--- config.mk ---
export PLATFORM = sky130hd
export DESIGN_NAME = pc_unit
export DESIGN_NICKNAME = d
export VERILOG_FILES = /design/src/rtl/pc_unit.sv
export SDC_FILE = /design/constraint.sdc
export NUM_CORES = 1
export LEC_CHECK = 0
export BUFFER_PORTS_ARGS = -buffer_cell sky130_fd_sc_hd__buf_2
export CORE_UTILIZATION = 43
export DETAILED_ROUTE_END_ITERATION = 8
export PLACE_DENSITY = 0.7
export SLEW_MARGIN = 20
export SYNTH_ARGS = -nofsm -noshare
export SYNTH_HDL_FRONTEND = slang
export SYNTH_SLANG_ARGS = --single-unit
--- constraint.sdc ---
create_clock -name clk -period 4.25 [get_ports clk]
set_input_delay 1.275 -clock clk [delete_from_list [all_inputs] [get_ports clk]]
set_output_delay 1.275 -clock clk [all_outputs]
set_load 0.03 [all_outputs]
--- src/rtl/pc_unit.sv ---
// rtl/pc_unit.sv - fetch PC with trap/EPC handling and optional return-address stack
// Define PC_UNIT_RAS_EN to build in the return-address stack.
module pc_unit #(
  parameter int              XLEN         = 32,
  parameter logic [XLEN-1:0] RESET_VECTOR = XLEN'(32'h0000_0000),
  parameter logic [XLEN-1:0] TRAP_VECTOR  = XLEN'(32'h0000_0100),
  parameter int              RAS_DEPTH    = 4
) (
  input  logic            clk,
  input  logic            rst,
  input  logic            EN,
  input  logic            redirect_valid,
  input  logic [XLEN-1:0] redirect_target,
  input  logic            call_valid,
  input  logic            ret_valid,
  input  logic            trap_valid,
  input  logic            trap_ret,
  output logic [XLEN-1:0] PC,
  output logic [XLEN-1:0] PC_PLUS4,
  output logic [XLEN-1:0] EPC,
  output logic            misaligned,
  output logic            ras_empty,
  output logic            ras_full
);

  logic [XLEN-1:0] pc_d;
  logic [XLEN-1:0] epc_d;
  logic [XLEN-1:0] ras_top;
  logic            mis_d;
  logic            push;
  logic            pop;
  logic            ras_avail;

  assign PC_PLUS4 = PC + XLEN'(4);

  always_comb begin
    pc_d  = PC;
    epc_d = EPC;
    mis_d = 1'b0;
    push  = 1'b0;
    pop   = 1'b0;
    if (trap_valid) begin
      pc_d  = TRAP_VECTOR;
      epc_d = PC;
    end else if (EN) begin
      if (trap_ret) begin
        pc_d = EPC;
      end else if (redirect_valid && (redirect_target[1:0] != 2'b00)) begin
        pc_d  = TRAP_VECTOR;
        epc_d = PC;
        mis_d = 1'b1;
      end else if (redirect_valid) begin
        pc_d = redirect_target;
        push = call_valid;
      end else if (ret_valid && !call_valid && ras_avail) begin
        // a simultaneous call_valid suppresses the return
        pc_d = ras_top;
        pop  = 1'b1;
      end else begin
        pc_d = PC_PLUS4;
      end
    end
  end

  always_ff @(posedge clk or negedge rst) begin
    if (!rst) begin
      PC         <= RESET_VECTOR;
      EPC        <= '0;
      misaligned <= 1'b0;
    end else begin
      PC         <= pc_d;
      EPC        <= epc_d;
      misaligned <= mis_d;
    end
  end

`ifdef PC_UNIT_RAS_EN
  localparam int             PW       = $clog2(RAS_DEPTH);
  localparam logic [PW:0]    CNT_FULL = (PW+1)'(RAS_DEPTH);

  logic [XLEN-1:0] ras_mem [RAS_DEPTH];
  logic [PW-1:0]   sp_q;
  logic [PW:0]     cnt_q;

  assign ras_top   = ras_mem[sp_q - PW'(1)];
  assign ras_avail = (cnt_q != '0);
  assign ras_empty = (cnt_q == '0);
  assign ras_full  = (cnt_q == CNT_FULL);

  // sp_q wraps, so a push into a full stack overwrites the oldest entry
  always_ff @(posedge clk or negedge rst) begin
    if (!rst) begin
      sp_q  <= '0;
      cnt_q <= '0;
    end else if (push) begin
      sp_q <= sp_q + PW'(1);
      if (cnt_q != CNT_FULL) cnt_q <= cnt_q + (PW+1)'(1);
    end else if (pop) begin
      sp_q  <= sp_q - PW'(1);
      cnt_q <= cnt_q - (PW+1)'(1);
    end
  end

  always_ff @(posedge clk) begin
    if (push) ras_mem[sp_q] <= PC_PLUS4;
  end
`else
  logic unused_ras;
  assign ras_top    = '0;
  assign ras_avail  = 1'b0;
  assign ras_empty  = 1'b1;
  assign ras_full   = 1'b0;
  assign unused_ras = ^{push, pop};
`endif

endmodule

# [Yosys cells after proc, flatten, opt, wreduce, memory -nomap -nowiden]
# Index checks and enable logic that the tools add are counted.
[totals] ff_bits=65 output_inout_bits=99
[classes] addsub=1 n_eq_ne=1 n_mux=13 n_reduce_logical=5
[ops] op="32-bit two-way mux" n=9
[ops] op="32-bit by 3-bit adder with 32-bit output (second input constant)" n=1
[ops] op="2-bit nonzero test" n=3
[ops] op="1-bit two-way mux" n=4
[ops] op="3-bit AND reduction" n=1
[ops] op="2-bit != test (second input constant)" n=1
[ops] op="1-bit logical AND" n=1

# [Longest topological paths before layout]
[logic_depth] word_depth=6 mapped_depth=7 depth_no_buf=6

# [Least setup slack after synthesis]
# OpenSTA, ideal clock, no wires.
[synth_timing] path_type="register to output" start="register PC[7]" end="output PC_PLUS4[31]" arrival_ns=2.149 required_time_ns=2.975 slack_ns=0.826 stages_incl_launch_ff=7 cell_sequence="dfrtp_1 -> buf_2 -> nand4_2 -> nor4_4 -> nand3_1 -> nor2_1 -> xor2_1"
[synth_via] elab_chain_len=1
[synth_rtl] element="start: declaration" line_no="18" source="output logic [XLEN-1:0] PC,"
[synth_rtl] element="start signal: assignment" line_no="71" source="PC <= pc_d;"
[synth_rtl] element="32-bit by 3-bit adder with 32-bit output" line_no="34" source="assign PC_PLUS4 = PC + XLEN'(4);"
[synth_rtl] element="end: declaration" line_no="19" source="output logic [XLEN-1:0] PC_PLUS4,"
# Every way passes these cells.

# [Worst setup path in the final report]
[layout_timing] start="register PC[3]" end="output PC_PLUS4[31]"
# Same word-level chain as after synthesis.

==> flow_summary_export.csv <==
group,metric,value,unit
run_status,outcome,"finished with violations",
run_status,violations,"design-rule violations",
sta,period_needed,3.79,ns
global_route,overflow,0,
sta,finalMaxSlewViolations,0,
worst_setup_path,worstSetupPathType,"flip-flop to output pin",
synthesis,synth_area_leaders,"dfrtp_1 41%, mux2_2 7.9%, a21oi_1 4.1%, xnor2_1 3.3%, nand2_1 3.1%",
place,placed_area,4690,sq um
routing,dr.pass1.iters,8,
worst_setup_path,critPathLaunchType,"flip-flop",
floorplan,fp.dieH,98.3,um
global_route,grt_max_degree,43,
cts,cts_setup_buffers,0,
worst_hold_path,hold_path.class,"flip-flop to flip-flop",
floorplan,fp-row-count,34,
synthesis,synth_nets,461,
floorplan,initial_utilization,0.451,
place,place.port_buffers,134,
sta,finalSetupTns,0,ns
place,dp_hpwl,8.32,mm
synthesis,yosysWarnings,0,
pwr,power.net_switching,0.488,mW
pwr,peakVddDrop,0.184,mV
pwr,p_int,1.05,mW
finish,final_nets,581,
worst_setup_path,critPathTopFamily,"simple AND/OR/NAND/NOR gates",
pwr,powerDensity,314,nW/um^2
pwr,power.share.combinational,0.199,
finish,final_cell_mix,"133 x buf_2, 65 x dfrtp_1, 33 x nand2_1, 33 x a21oi_1, 28 x mux2_2",
finish,insertedDiodeCount,0,
finish,postLayoutCoreUtil,0.553,
routing,ant_nets,0,
finish,drive_gt1_frac,0.372,
global_route,grt_pass1_vias,3533,
synthesis,synth_area,3990,sq um
cts,htreeDepth,3,
place,dp_slack,0.845,ns
worst_setup_path,crit_chain,"nand4_2, nor4_4, nand3_1, nor2_1, xor2_1, buf_2",
sta,max_slew_margin,0.453,
synthesis,synthArstFlopShare,1.00,
worst_setup_path,cp.required,2.97,ns
routing,vias_per_cell,5.73,
pwr,seq_power_share,0.449,
worst_setup_path,critPathCaptureType,"output pin",
worst_setup_path,slowest_delay,0.53,ns
cts,cts_root_buf,"clkbuf_8",
synthesis,synth_top_cell_by_area,"dfrtp_1",
pwr,clockPowerShare,0.352,
sta,fmax,0.264,GHz
cts,cts_tree,"yes",
cts,cts.sink_count,65,
synthesis,synth.avg_cell_area,9.52,sq um
worst_setup_path,crit_slowest_cell,"dfrtp_1",
floorplan,dieArea,9660,sq um
worst_setup_path,crit_arrival,2.52,ns
cts,hold_buffers,0,
cts,clk_pin_slew,0.08,ns
worst_setup_path,critPathBufInv,1,
floorplan,ios,139,
cts,cts-resized-gates,0,
cts,cts_max_path_buffers,2,
floorplan,core-area,8850,sq um
global_route,antenna_found_initial,0,
sta,clock_skew,0.0105,ns
cts,cts_buffers,9,
finish,final_common_cell,"buf_2",
routing,wl,11.8,mm
synthesis,ys_types,64,
worst_setup_path,crit_fanout,8,
global_route,grt_util_all_layers,0.248,
finish,areaGrowthSynthToFinish,22.6,%
routing,dr_total_vias,3731,
global_route,grt_first_pass_wirelength,18.9,mm
cts,clk_latency,0.34,ns
synthesis,yosys.area.top_type_share,0.408,
sta,setup_viol,0,
floorplan,die_w,98.3,um
place,globalplace.congestion,0.803,
synthesis,ys.flop_type,"dfrtp_1",
sta,fin_ws,0.458,ns
synthesis,ys_ff_latch,65,
finish,design_area,4890,sq um
sta,rsz0062_at_grt,"no",
synthesis,ys_seq_area_frac,0.408,
routing,drc,8,
routing,dr.first_iter.drc_count,166,
sta,hold_viol_final,0,
flow_run,maxCapViolations,0,
synthesis,synth_edf_count,0,
sta,fin_crit_sh,0.892,
pwr,switching_share,0.318,
routing,wl_per_cell,18.1,um
pwr,p_leak,2.53,nW
sta,worst_pin_slew,0.821,ns
synthesis,syn_inst,419,
power groups by stage:
| stage | Clock (mW) | Combinational [mW] | Sequential [mW] |
|---|---|---|---|
| 2_1_floorplan | 0 | 0.150 | 0.747 |
| 3_3_place_gp | 0 | 0.301 | 0.699 |
| 3_5_place_dp | 0 | 0.305 | 0.701 |
| 4_1_cts | 0.554 | 0.306 | 0.689 |
| 5_1_grt | 0.576 | 0.327 | 0.695 |
| 6_report | 0.540 | 0.305 | 0.690 |
cells by family after synthesis:
family	synth area share
adders and majority gates	0.00627
xor gates and xnor gates	0.0593
AOI/OAI and AO/OA	0.173
other	0.00188
buffers and inverters	0.0502
muxes	0.0916
DFF	0.408
and+or+nand+nor	0.210
stage by stage:
stage / total power, mW / hold slack, ns / instances
floorplan: 0.896 / 0.674 / 419
global placement: 0.999 / 0.485 / 636
detailed placement: 1.01 / 0.502 / 636
CTS: 1.55 / 0.520 / 651
global route: 1.60 / 0.554 / 651
finish: 1.53 / 0.533 / 651
Yosys cell counts (3+ instances only):
library cell and number:
o22ai_1 8, nor2b_1 5, nand3_1 15, mux2i_1 5, nand4_1 9, a221o_1 6, nand2b_1 5, inv_1 8
xnor2_1 15, a21oi_1 33, nor4_2 3, clkbuf_1 17, nor2_1 26, a31oi_1 3, a311oi_1 3, nor4_1 3
dfrtp_1 65, buf_2 5, nor3_1 11, o21ai_0 18, mux2_2 28, and3_1 12, xor2_1 12, a211oi_1 6
o21bai_1 3, nand2_1 33, buf_4 5
final timing paths:
check / start / end / slack (ns) / cells after the start
worst max-delay path: PC[3] / PC_PLUS4[31] / 0.46 / 6
worst min-delay path: EPC[25] / EPC[25] / 0.53 / 2
worst max register to register: PC[3] / PC[22] / 2.05 / 6
worst min register to register: EPC[25] / EPC[25] / 0.53 / 2
max in group asynchronous: rst / EPC[21] / 2.58 / 2
min in group asynchronous: rst / EPC[2] / 0.92 / 1
worst register-to-register path: stages, from the launching register on:
cell and delay (ns):
dfrtp_1 0.53, ha_1 0.36, nand4_1 0.15, nor4_2 0.37, a21boi_0 0.20, o311ai_1 0.32
a211oi_1 0.12
state kept, by name, indices dropped and copies added (netlist names):
name        cells
EPC            32
PC             32
misaligned      1
metal layers:
layer | routed length (um) | part of all wire | track usage
met5 | 0 | 0 | 0
met2 | 5610 | 0.48 | 0.401
met4 | 178 | 0.015 | 0.0884
met3 | 817 | 0.069 | 0.0444
met1 | 5180 | 0.44 | 0.335
layout make-up:
type,instances,area [sq um]
inverters,10,37.5
well taps,108,135
multi-input cells,312,2170
flip-flops and latches,65,1630
clock buffers,13,159
repair buffers,141,726
clock inverters,2,37.5
fillers,854,3960
(Power assumes the default switching activity.)
